### src/rtl/ebu_pkg.sv
// Shared types for the external bus unit arbiter: AHB transfer encodings
// and the data-phase owner.
package ebu_pkg;

    typedef enum logic [1:0] {
        IDLE   = 2'b00,
        BUSY   = 2'b01,
        NONSEQ = 2'b10,
        SEQ    = 2'b11
    } ahbtranstype;

    typedef enum logic [1:0] {
        NONE = 2'b00,
        IFU  = 2'b01,
        LSU  = 2'b10
    } ownertype;

    localparam int LSU_WINS_BITS = 4;

endpackage

### src/rtl/openhw_ahb_req_hold.sv
// Per-manager hold stage: captures a live request that lost arbitration and
// presents either the saved copy or the live address-phase fields.
module openhw_ahb_req_hold
    import ebu_pkg::*;
#(
    parameter int PA_BITS = 34
)
(
    input  logic               HCLK,
    input  logic               HRESETn,
    input  logic [1:0]         htrans,
    input  logic [PA_BITS-1:0] haddr,
    input  logic [2:0]         hsize,
    input  logic               hwrite,
    input  logic               hready_mgr,
    input  logic               grant,
    output logic               live,
    output logic               valid,
    output logic               req,
    output logic [PA_BITS-1:0] addr,
    output logic [2:0]         size,
    output logic               write
);

    logic [PA_BITS-1:0] saved_addr;
    logic [2:0]         saved_size;
    logic               saved_write;

    assign live = (htrans == NONSEQ) && hready_mgr;
    assign req  = valid || live;

    // A grant always retires the presented request; an ungranted live one is kept.
    always_ff @(posedge HCLK or negedge HRESETn) begin
        if (!HRESETn) begin
            valid       <= 1'b0;
            saved_addr  <= '0;
            saved_size  <= '0;
            saved_write <= 1'b0;
        end else if (grant) begin
            valid <= 1'b0;
        end else if (live) begin
            valid       <= 1'b1;
            saved_addr  <= haddr;
            saved_size  <= hsize;
            saved_write <= hwrite;
        end
    end

    always_comb begin
        addr  = valid ? saved_addr  : haddr;
        size  = valid ? saved_size  : hsize;
        write = valid ? saved_write : hwrite;
    end

endmodule

### src/rtl/openhw_ebu_arb.sv
// Two-manager AHB-Lite arbiter (IFU = manager 0, LSU = manager 1). LSU has
// priority, but an IFU request waits for at most MAX_LSU_WINS LSU grants.
module openhw_ebu_arb
    import ebu_pkg::*;
#(
    parameter int PA_BITS      = 34,
    parameter int AHBW         = 64,
    parameter int MAX_LSU_WINS = 4
)
(
    input  logic                HCLK,
    input  logic                HRESETn,
    input  logic [1:0]          IFUHTRANS,
    input  logic [PA_BITS-1:0]  IFUHADDR,
    input  logic [2:0]          IFUHSIZE,
    output logic                IFUHREADY,
    input  logic [1:0]          LSUHTRANS,
    input  logic [PA_BITS-1:0]  LSUHADDR,
    input  logic [2:0]          LSUHSIZE,
    input  logic                LSUHWRITE,
    input  logic [AHBW-1:0]     LSUHWDATA,
    input  logic [AHBW/8-1:0]   LSUHWSTRB,
    output logic                LSUHREADY,
    input  logic                HREADY,
    output logic [1:0]          HTRANS,
    output logic [PA_BITS-1:0]  HADDR,
    output logic [2:0]          HSIZE,
    output logic                HWRITE,
    output logic [AHBW-1:0]     HWDATA,
    output logic [AHBW/8-1:0]   HWSTRB
);

    localparam logic [LSU_WINS_BITS-1:0] WINS_MAX = LSU_WINS_BITS'(MAX_LSU_WINS);

    logic               ifu_live, ifu_valid, ifu_req, ifu_write;
    logic               lsu_live, lsu_valid, lsu_req, lsu_write;
    logic [PA_BITS-1:0] ifu_addr, lsu_addr;
    logic [2:0]         ifu_size, lsu_size;
    logic               gnt_ifu, gnt_lsu;
    ownertype           owner_q, owner_d;
    logic [LSU_WINS_BITS-1:0] lsu_wins;

    openhw_ahb_req_hold #(.PA_BITS(PA_BITS)) u_ifu_hold (
        .HCLK       (HCLK),
        .HRESETn    (HRESETn),
        .htrans     (IFUHTRANS),
        .haddr      (IFUHADDR),
        .hsize      (IFUHSIZE),
        .hwrite     (1'b0),
        .hready_mgr (IFUHREADY),
        .grant      (gnt_ifu),
        .live       (ifu_live),
        .valid      (ifu_valid),
        .req        (ifu_req),
        .addr       (ifu_addr),
        .size       (ifu_size),
        .write      (ifu_write)
    );

    openhw_ahb_req_hold #(.PA_BITS(PA_BITS)) u_lsu_hold (
        .HCLK       (HCLK),
        .HRESETn    (HRESETn),
        .htrans     (LSUHTRANS),
        .haddr      (LSUHADDR),
        .hsize      (LSUHSIZE),
        .hwrite     (LSUHWRITE),
        .hready_mgr (LSUHREADY),
        .grant      (gnt_lsu),
        .live       (lsu_live),
        .valid      (lsu_valid),
        .req        (lsu_req),
        .addr       (lsu_addr),
        .size       (lsu_size),
        .write      (lsu_write)
    );

    // LSU wins ties until it has starved a waiting IFU request WINS_MAX times.
    always_comb begin
        gnt_ifu = 1'b0;
        gnt_lsu = 1'b0;
        if (HREADY && HRESETn) begin
            if (lsu_req && (!ifu_req || (lsu_wins != WINS_MAX))) begin
                gnt_lsu = 1'b1;
            end else if (ifu_req) begin
                gnt_ifu = 1'b1;
            end
        end
    end

    always_ff @(posedge HCLK or negedge HRESETn) begin
        if (!HRESETn) begin
            lsu_wins <= '0;
        end else if (HREADY) begin
            if (gnt_lsu && ifu_req) begin
                if (lsu_wins != WINS_MAX) begin
                    lsu_wins <= lsu_wins + 1'b1;
                end
            end else begin
                lsu_wins <= '0;
            end
        end
    end

    always_ff @(posedge HCLK or negedge HRESETn) begin
        if (!HRESETn) begin
            owner_q <= NONE;
        end else begin
            owner_q <= owner_d;
        end
    end

    always_comb begin
        owner_d = owner_q;
        if (HREADY) begin
            if (gnt_lsu) begin
                owner_d = LSU;
            end else if (gnt_ifu) begin
                owner_d = IFU;
            end else begin
                owner_d = NONE;
            end
        end
    end

    // A manager with a captured request stays stalled until its own data phase ends.
    always_comb begin
        IFUHREADY = HRESETn && ((owner_q == IFU) ? HREADY : !ifu_valid);
        LSUHREADY = HRESETn && ((owner_q == LSU) ? HREADY : !lsu_valid);
        HWDATA    = (owner_q == LSU) ? LSUHWDATA : '0;
        HWSTRB    = (owner_q == LSU) ? LSUHWSTRB : '0;
        HTRANS    = (gnt_ifu || gnt_lsu) ? NONSEQ : IDLE;
        HADDR     = '0;
        HSIZE     = '0;
        HWRITE    = 1'b0;
        if (HRESETn) begin
            HADDR  = gnt_ifu ? ifu_addr  : lsu_addr;
            HSIZE  = gnt_ifu ? ifu_size  : lsu_size;
            HWRITE = gnt_ifu ? ifu_write : lsu_write;
        end
    end

    a_hold_excl_ifu: assert property (@(posedge HCLK) disable iff (!HRESETn)
        !(ifu_valid && ifu_live));
    a_hold_excl_lsu: assert property (@(posedge HCLK) disable iff (!HRESETn)
        !(lsu_valid && lsu_live));
    a_htrans_legal: assert property (@(posedge HCLK) disable iff (!HRESETn)
        (HTRANS == IDLE) || (HTRANS == NONSEQ));

endmodule

### config.mk
export PLATFORM = sky130hd
export DESIGN_NAME = openhw_ebu_arb
export DESIGN_NICKNAME = d
export VERILOG_FILES = /design/src/rtl/ebu_pkg.sv /design/src/rtl/openhw_ahb_req_hold.sv /design/src/rtl/openhw_ebu_arb.sv
export SDC_FILE = /design/constraint.sdc
export NUM_CORES = 1
export LEC_CHECK = 0
export CORE_MARGIN = 1
export CORE_UTILIZATION = 40
export CTS_CLUSTER_DIAMETER = 100
export CTS_CLUSTER_SIZE = 24
export DETAILED_ROUTE_END_ITERATION = 8
export GPL_TIMING_DRIVEN = 1
export PLACE_DENSITY = 0.8
export SYNTH_ARGS = -nofsm -noshare
export SYNTH_HDL_FRONTEND = slang
export SYNTH_SLANG_ARGS = --single-unit
### constraint.sdc
create_clock -name HCLK -period 3.3 [get_ports HCLK]
set_clock_uncertainty 0.2 [all_clocks]
set_input_delay 0.495 -clock HCLK [delete_from_list [all_inputs] [get_ports HCLK]]
set_output_delay 0.495 -clock HCLK [all_outputs]
set_load 0.01 [all_outputs]
# After elaboration in Yosys (flattened, before gate mapping)
# Cells that the tools add are included.
totals:
  regBits: 83
  input_bits: 154
  output_inout_bits: 114
  word_cells: 66
classes:
  add_sub_neg: 1
  n_eq_ne: 6
  muxes: 29
  bitwise_logic: 2
  n_reduce_logical: 19
ops:
  columns: ["cell", "count"]
  rows:
  - ["34-bit 2-to-1 mux", 4]
  - ["64-bit 2-to-1 mux", 1]
  - ["1-bit 2-to-1 mux", 15]
  - ["3-bit 2-to-1 mux", 4]
  - ["4-bit 2-to-1 mux", 2]
  - ["8-bit 2-to-1 mux", 1]
  - ["1-bit logical AND", 7]
  - ["2-bit == test (second input constant)", 3]
  - ["2-bit AND reduction", 3]
  - ["4-bit by 1-bit adder with 4-bit output (second input constant)", 1]
  - ["1-bit logical OR", 4]
  - ["2-bit 2-to-1 mux", 2]
  - ["4-bit by 3-bit != test with 1-bit output (second input constant)", 1]
  - ["2-bit nonzero test", 2]
  - ["1-bit logical NOT", 3]
  - ["2-bit by 1-bit == test with 1-bit output (second input constant)", 1]
  - ["2-bit by 1-bit != test with 1-bit output (second input constant)", 1]
  - ["1-bit NOT", 2]

# Longest topological paths before layout
# Gate-level depths: netlist of the first run.
depth:
  word_depth: 13
  depth_mapped: 9

# By module
# Synthesis of the first run repeated with hierarchy kept, for this count alone.
unflattened:
  cells_unflattened: 504
  hier_area_um2: 5634.2
by_module_without_submodules:
  columns: ["module", "instances", "cells_per_inst", "area_per_inst_um2"]
  rows:
  - ["openhw_ahb_req_hold", 2, 129, 2009.4]
  - ["openhw_ebu_arb", 1, 246, 1615.3]

# Worst setup path after synthesis of the first run
# Ideal clock, no wire load.
synth_path:
  path_kind: "input port to output port"
  start: "input HRESETn"
  end: "output HADDR[14]"
  arrival_ns: 1.902
  slack_ns: 0.703
  path_stages: 9
  path_buffers: 5
  path_cell_list: "buf_6 and3b_1 buf_6 o21ai_1 buf_2 or2_1 buf_2 buf_2 o211a_1"
synth_via:
  elab_chain_len: 10
synth_rtl:
  columns: ["element", "line", "source"]
  rows:
  - ["from (decl)", "openhw_ebu_arb.sv:12", "input logic HRESETn,"]
  - ["1-bit logical AND", "openhw_ebu_arb.sv:127", "IFUHREADY = HRESETn && ((owner_q == IFU) ? HREADY : !ifu_valid);"]
  - ["1-bit logical AND", "openhw_ahb_req_hold.sv:29", "assign live = (htrans == NONSEQ) && hready_mgr;"]
  - ["1-bit logical OR", "openhw_ahb_req_hold.sv:30", "assign req = valid || live;"]
  - ["1-bit logical NOT", "openhw_ebu_arb.sv:82", "if (lsu_req && (!ifu_req || (lsu_wins != WINS_MAX))) begin"]
  - ["1-bit logical OR", "openhw_ebu_arb.sv:82", null]
  - ["1-bit logical AND", "openhw_ebu_arb.sv:82", null]
  - ["1-bit 2-to-1 mux", "openhw_ebu_arb.sv:82", null]
  - ["1-bit 2-to-1 mux", "openhw_ebu_arb.sv:81", "if (HREADY && HRESETn) begin"]
  - ["34-bit 2-to-1 mux", "openhw_ebu_arb.sv:136", "HADDR = gnt_ifu ? ifu_addr : lsu_addr;"]
  - ["34-bit 2-to-1 mux (*)", "openhw_ebu_arb.sv:135", "if (HRESETn) begin"]
  - ["to (decl)", "openhw_ebu_arb.sv:26", "output logic [PA_BITS-1:0] HADDR,"]
# Mark *: on every way between the ends. The rest lies on a longest branch, timed or not.

# Worst setup path after layout of the first run
layout_path:
  start: "register lsu_wins[0]"
  end: "output HADDR[0]"
layout_via:
  elab_chain_len: 7
layout_rtl:
  columns: ["element", "line", "source"]
  rows:
  - ["from (decl)", "openhw_ebu_arb.sv:41", "logic [LSU_WINS_BITS-1:0] lsu_wins;"]
  - ["from (signal assigned)", "openhw_ebu_arb.sv:96", "lsu_wins <= lsu_wins + 1'b1;"]
  - ["4-bit by 3-bit != test with 1-bit output", "openhw_ebu_arb.sv:82", null]
  - ["1-bit logical OR", "openhw_ebu_arb.sv:82", null]
  - ["1-bit logical AND", "openhw_ebu_arb.sv:82", null]
  - ["1-bit 2-to-1 mux", "openhw_ebu_arb.sv:82", null]
  - ["1-bit 2-to-1 mux", "openhw_ebu_arb.sv:81", null]
  - ["34-bit 2-to-1 mux", "openhw_ebu_arb.sv:136", null]
  - ["34-bit 2-to-1 mux", "openhw_ebu_arb.sv:135", null]
# No other way between the ends.

==> impl_metrics.py, run 1 <==
metrics = {
    "logic_synthesis": {
        "synthAdderAreaFrac_pct": 0.467,
        "synth_nets": 639,
        "synth_edf_count": 0,
        "synth_ff_type": "dfrtp_1",
        "synth-compound-area-share_pct": 13.5,
        "synth.area.mux_share_pct": 30.7,
        "syn-cell-area_um2": 5360,
        "yosysWarnings": 0,
        "synth_top_family_by_area": "multiplexers",
        "ys_ff_latch": 83,
        "avgSynthCellArea_um2": 11.1,
        "synth.distinct_cells": 39,
        "synthCells": 483,
        "synthArstFlopShare_pct": 100,
        "synthXorXnorAreaFrac_pct": 0,
        "ys_seq_area_share_pct": 38.8,
        "synthSimpleGateAreaFrac_pct": 11.5,
    },
    "cts": {
        "clockRootBuffer": "clkbuf_16",
        "clk_pin_slew_ns": 0.06,
        "h-tree-depth": 3,
        "clkLatencyLatePin_ns": 0.34,
        "cts.sinks": 83,
        "cts_buffers": 9,
        "tritoncts": "built",
        "clockBufferDepth": 2,
    },
    "grt": {
        "grt-ovfl-total": 0,
        "grt_max_degree": 83,
        "grt_pass1_vias": 5022,
        "grt_usage_pct": 28.4,
        "grt_pass1_wl_um": 30000,
        "antenna_found_initial": 4,
    },
    "worst_setup_path": {
        "cp-start-kind": "register",
        "end_kind": "primary output",
        "path_max_fanout": 20,
        "required_ns": 2.60,
        "arrival_ns": 2.53,
        "crit_type": "reg2out",
    },
    "pwr": {
        "powerDensity_nw_per_um2": 486,
        "vdd_drop_max_v": 0.000274,
        "power_leakage_nw": 3.66,
    },
    "floorplan": {
        "dieArea_um2": 13900,
        "coreArea_um2": 12800,
        "dieHeight_um": 118,
        "io_pins": 268,
        "die_w_um": 118,
        "rows": 41,
        "start_util_pct": 41.8,
    },
    "sta": {
        "slew_viol_final": 0,
        "rsz0062_at_grt": "no",
        "setup_violations": 0,
        "finalSetupTns_ns": 0,
        "fmax_ghz": 0.311,
        "setup_slack_ns": 0.0795,
        "timing.final.crit_share_pct": 97.6,
        "final_hold_viol_count": 0,
        "min_period_ns": 3.22,
    },
    "cells_and_area": {
        "multi_input_area_um2": 3050,
        "final_common_cell": "clkdlybuf4s50_1",
        "nets": 892,
        "mostFrequentLayoutCells": "clkdlybuf4s50_1 (263), mux2_2 (111), dfrtp_1 (81)",
        "fillers": 985,
        "syn2layout_area_growth_pct": 60.8,
        "final_cell_area_um2": 8620,
        "layout-drive-gt1-share_pct": 21.7,
        "layout.area.seq_um2": 2080,
    },
    "placed_design": {
        "place_congestion": 0.938,
        "hpwl_um": 15600,
        "dp_slack_ns": -0.0168,
        "portBuffers": 266,
        "dpl_cell_area_um2": 8260,
    },
    "detailed_routing": {
        "num_vias": 4872,
        "ant_nets": 0,
        "drc": 0,
        "dr.pass1.iters": 6,
        "wirelength_um": 19800,
        "wl_per_cell_um": 21.5,
        "viasPerCell": 5.31,
        "drt_iter0_markers": 182,
    },
    "min_path": {
        "hp-class": "in2async",
    },
    "status": {
        "outcome": "complete, no violations",
    },
    "flow_run": {
        "maxCapViolCount": 0,
    },
}
[cells in the mapped netlist (2+ instances only)]
| cell | count | area share (%) |
|---|---|---|
| mux2_2 | 111 | 23 |
| dfrtp_1 | 83 | 39 |
| and2_1 | 73 | 8.5 |
| o211a_1 | 39 | 7.3 |
| mux2i_1 | 37 | 6.9 |
| o21ai_0 | 37 | 3.5 |
| clkbuf_1 | 26 | 1.8 |
| buf_2 | 9 | 0.84 |
| inv_1 | 8 | 0.56 |
| buf_6 | 7 | 1.5 |
| a21oi_1 | 5 | 0.47 |
| nand2_1 | 4 | 0.28 |
| nor2b_1 | 4 | 0.47 |
| nor2_1 | 3 | 0.21 |
| o2111ai_1 | 3 | 0.49 |
| o32ai_1 | 3 | 0.49 |
| and3b_1 | 2 | 0.33 |
| buf_4 | 2 | 0.28 |
| ha_1 | 2 | 0.47 |
| mux2_1 | 2 | 0.42 |
| nand3b_1 | 2 | 0.28 |
| nor3_1 | 2 | 0.19 |
| o21ai_1 | 2 | 0.19 |
| o31ai_1 | 2 | 0.28 |
[cell type report]
type                       instances  share of cell area [%]
antenna                            5                   0.145
clock buffer                       9                    2.61
clock inverter                     7                    1.06
inverter                           8                   0.348
multi-input combinational        347                    35.4
sequential                        83                    24.1
tap                              172                    2.50
timing repair buffer             287                    33.8
[cells by family after synthesis]
kind of cell | after synthesis
AOI/OAI and AO/OA | 96
adders and majority gates | 2
buffers and inverters | 53
DFF | 83
muxes | 150
other | 1
and+or+nand+nor | 98
[per-stage QoR]
step | hold WS (ns) | utilization (%) | instances | power [mW]
after detailed placement | 0.278 | 64.4 | 896 | 3.11
after floorplan | -0.000591 | - | 483 | 2.38
after global placement | 0.264 | 64.4 | 896 | 3.04
after CTS | 0.0296 | 67.0 | 913 | 4.21
after global routing | 0.0388 | 67.2 | 918 | 4.40
final | 0.0103 | 67.2 | 918 | 4.19
[registers in the layout, summed over array words and instances, names as in the netlist]
signal and count:
u_lsu_hold.saved_write 1, u_ifu_hold.valid 1, u_ifu_hold.saved_size 3, lsu_wins 4
u_lsu_hold.saved_size 3, u_lsu_hold.saved_addr 34, u_lsu_hold.valid 1, u_ifu_hold.saved_addr 34
owner_q 2
[path summary, 6_finish.rpt]
kind / cells after the start / slack [ns] / from / to
min in group HCLK: 1 / 0.29 / u_ifu_hold.saved_addr[31] / u_ifu_hold.saved_addr[31]
hold / removal: 2 / 0.01 / HRESETn / u_lsu_hold.valid
hold reg to reg: 1 / 0.29 / u_ifu_hold.saved_addr[31] / u_ifu_hold.saved_addr[31]
setup reg to reg: 7 / 0.82 / lsu_wins[0] / u_lsu_hold.saved_addr[9]
setup / recovery: 8 / 0.08 / lsu_wins[0] / HADDR[0]
max in group asynchronous: 3 / 2.11 / HRESETn / u_ifu_hold.saved_addr[31]
[per-layer routing]
layer,vias to the layer above,share of wire [%],GRT usage [%]
met4,0,2.0,9.38
met1,2422,39,32.8
met3,18,5.6,5.62
li1,2244,-,-
met2,188,53,51.9
met5,-,0,0
[timing repair]
action / in CTS / in global routing
hold buffers: 1 / 0
hold endpoints to repair: 14 / 0
endpoints found under the setup margin: 19 / 10
resized for setup: 4 / 7
cloned: 0 / 0
pin swaps: 0 / 0
buffers inserted: 0 / 0
[where the power goes]
part	switching, mW	leakage [nW]	total (mW)	internal [mW]
clock	0.429	0.156	1.09	0.662
sequential	0.188	1.00	1.54	1.35
combinational	0.609	2.50	1.56	0.952
total	1.23	3.66	4.19	2.96
[critical path: stages, from the launching register on]
cell	delay (ns)
dfrtp_1	0.38
inv_1	0.09
ha_1	0.21
and3b_2	0.26
a21oi_4	0.17
or2_4	0.18
buf_12	0.16
o211a_1	0.19
clkdlybuf4s50_1	0.54
(Power assumes the default switching activity.)
==> inputs of run 2 (changes only) <==
--- a/config.mk
+++ b/config.mk
@@ -8,7 +8,6 @@
 export CORE_MARGIN = 1
 export CORE_UTILIZATION = 40
 export CTS_CLUSTER_DIAMETER = 100
-export CTS_CLUSTER_SIZE = 24
 export DETAILED_ROUTE_END_ITERATION = 8
 export GPL_TIMING_DRIVEN = 1
 export PLACE_DENSITY = 0.8
==> constraint.sdc (replaced) <==
create_clock -name HCLK -period 4 [get_ports HCLK]
set_clock_uncertainty 0.2 [all_clocks]
set_input_delay 0.6 -clock HCLK [delete_from_list [all_inputs] [get_ports HCLK]]
set_output_delay 0.6 -clock HCLK [all_outputs]
set_load 0.01 [all_outputs]
==> impl_metrics.py, run 2 (synthesis results as in run 1) <==
metrics = {
    "sta": {
        "slew_viol_final": 0,
        "min_period_ns": 3.68,
        "timing.slew.headroom_pct": 48.2,
        "finalSetupTns_ns": 0,
        "hold_slack_ns": 0.287,
        "timing.final.crit_share_pct": 92.0,
        "rsz0062_at_grt": "no",
        "worst_pin_slew_ns": 0.777,
        "fmax_ghz": 0.272,
        "setup_violations": 0,
        "final_hold_viol_count": 0,
    },
    "cells_and_area": {
        "fillers": 985,
        "final_common_cell": "clkdlybuf4s50_1",
        "finalNonFillerCells": 913,
        "mostFrequentLayoutCells": "clkdlybuf4s50_1 (265), mux2_2 (111), dfrtp_1 (81)",
        "multi_input_area_um2": 3050,
        "nets": 889,
        "layout.area.seq_um2": 2080,
        "layout-drive-gt1-share_pct": 20.7,
        "final_cell_area_um2": 8450,
        "syn2layout_area_growth_pct": 57.7,
        "top_regs": "u_ifu_hold.saved_addr (34), u_lsu_hold.saved_addr (34), lsu_wins (4)",
    },
    "worst_setup_path": {
        "r2r-start": "u_ifu_hold.valid",
        "rr_worst_depth": 5,
        "required_ns": 3.20,
        "crit_type": "in2out",
        "cp-start-kind": "input pin",
        "timing.rr.end": "u_lsu_hold.saved_addr[21]",
        "arrival_ns": 2.88,
        "max_stage_delay_ns": 0.78,
        "cp_num_buf_inv": 3,
        "rrSetupSlack_ns": 1.33,
        "critical_path.cell_chain": "clkdlybuf4s50_1, o21ai_2, buf_4, o21ai_0, o211a_1, clkdlybuf4s50_1",
        "slowest_stage": "clkdlybuf4s50_1",
        "path_max_fanout": 22,
        "crit_top_cell": "clkdlybuf4s50_1",
        "end_kind": "primary output",
        "crit_family": "buffers and inverters",
    },
    "pwr": {
        "powerDensity_nw_per_um2": 388,
        "vdd_drop_max_v": 0.000339,
        "power_leakage_nw": 3.56,
    },
    "cts": {
        "clockRootBuffer": "clkbuf_16",
        "clkLatencyLatePin_ns": 0.34,
        "clk_pin_slew_ns": 0.06,
        "cts_resized": 0,
        "h-tree-depth": 3,
        "cts.sinks": 83,
        "clockBufferDepth": 2,
        "cts_buffers": 9,
        "tritoncts": "built",
    },
    "status": {
        "outcome": "complete, no violations",
    },
    "detailed_routing": {
        "viasPerCell": 5.33,
        "drc": 0,
        "wl_per_cell_um": 21.1,
        "dr.pass1.iters": 5,
        "ant_nets": 0,
        "num_vias": 4863,
        "drt_iter0_markers": 225,
        "wirelength_um": 19300,
    },
    "grt": {
        "grt_max_degree": 67,
        "grt_pass1_vias": 4933,
        "grt-ovfl-total": 0,
        "antenna_found_initial": 7,
        "grt_usage_pct": 27.4,
        "grt_pass1_wl_um": 28900,
    },
    "placed_design": {
        "place_congestion": 0.947,
        "hpwl_um": 15300,
        "dpl.cell_count": 893,
        "portBuffers": 266,
        "dpl_cell_area_um2": 8170,
    },
    "floorplan": {
        "dieArea_um2": 13900,
        "coreArea_um2": 12800,
        "dieHeight_um": 118,
        "die_w_um": 118,
        "start_util_pct": 41.8,
        "rows": 41,
        "io_pins": 268,
    },
    "flow_run": {
        "maxCapViolCount": 0,
    },
    "min_path": {
        "hp-class": "in2async",
    },
}
[run 2: changes by cell type in the layout (fill, tap and decap cells not counted), sizes merged]
cell and change:
buf -3, bufinv -2, clkbuf +1, clkdlybuf4s50 +2, clkinv -2, clkinvlp +1, dlymetal6s2s -2
[run 2: routing by layer]
layer | vias up | wire [um] | global-route usage, %
met5 | - | 13 | 0
met4 | 2 | 578 | 11.8
met3 | 34 | 1290 | 7.99
met2 | 205 | 9970 | 47.9
met1 | 2384 | 7450 | 30.9
li1 | 2238 | - | -
[run 2: final cells by class]
class | instances | area share (%)
well taps | 172 | 2.55
diodes | 5 | 0.148
clock inverters | 4 | 0.340
repair buffers | 284 | 33.2
clock buffers | 10 | 2.71
flip-flops and latches | 83 | 24.6
inverters | 8 | 0.355
multi-input cells | 347 | 36.0
[run 2: timing repair]
action	in CTS	in global routing
endpoints found under the hold margin	10	0
buffers inserted	0	0
hold buffers	1	0
[run 2: per-stage QoR]
| step | worst slack, ns | util [%] | power, mW |
|---|---|---|---|
| 3_3_place_gp | 0.386 | 63.7 | 2.48 |
| 5_1_grt | 0.289 | 65.9 | 3.45 |
| 6_report | 0.319 | 65.9 | 3.28 |
| 4_1_cts | 0.376 | 65.8 | 3.30 |
| 3_5_place_dp | 0.390 | 63.7 | 2.54 |
| 2_1_floorplan | 1.19 | - | 1.96 |
[run 2: how the worst max path moves through the flow]
stage | end | startpoint | slack [ns] | cells after the start
2_1_floorplan | HADDR[14] | HRESETn | 1.19 | 9
3_3_place_gp | HADDR[2] | HREADY | 0.39 | 6
3_5_place_dp | HADDR[2] | HREADY | 0.39 | 6
4_1_cts | HADDR[2] | HREADY | 0.38 | 6
5_1_grt | HADDR[2] | HREADY | 0.29 | 6
6_report | HSIZE[0] | HREADY | 0.32 | 6
[run 2: where the power goes]
group	switching (mW)	internal [mW]
Sequential	0.158	1.11
Combinational	0.485	0.768
Clock	0.337	0.415
Total	0.979	2.30
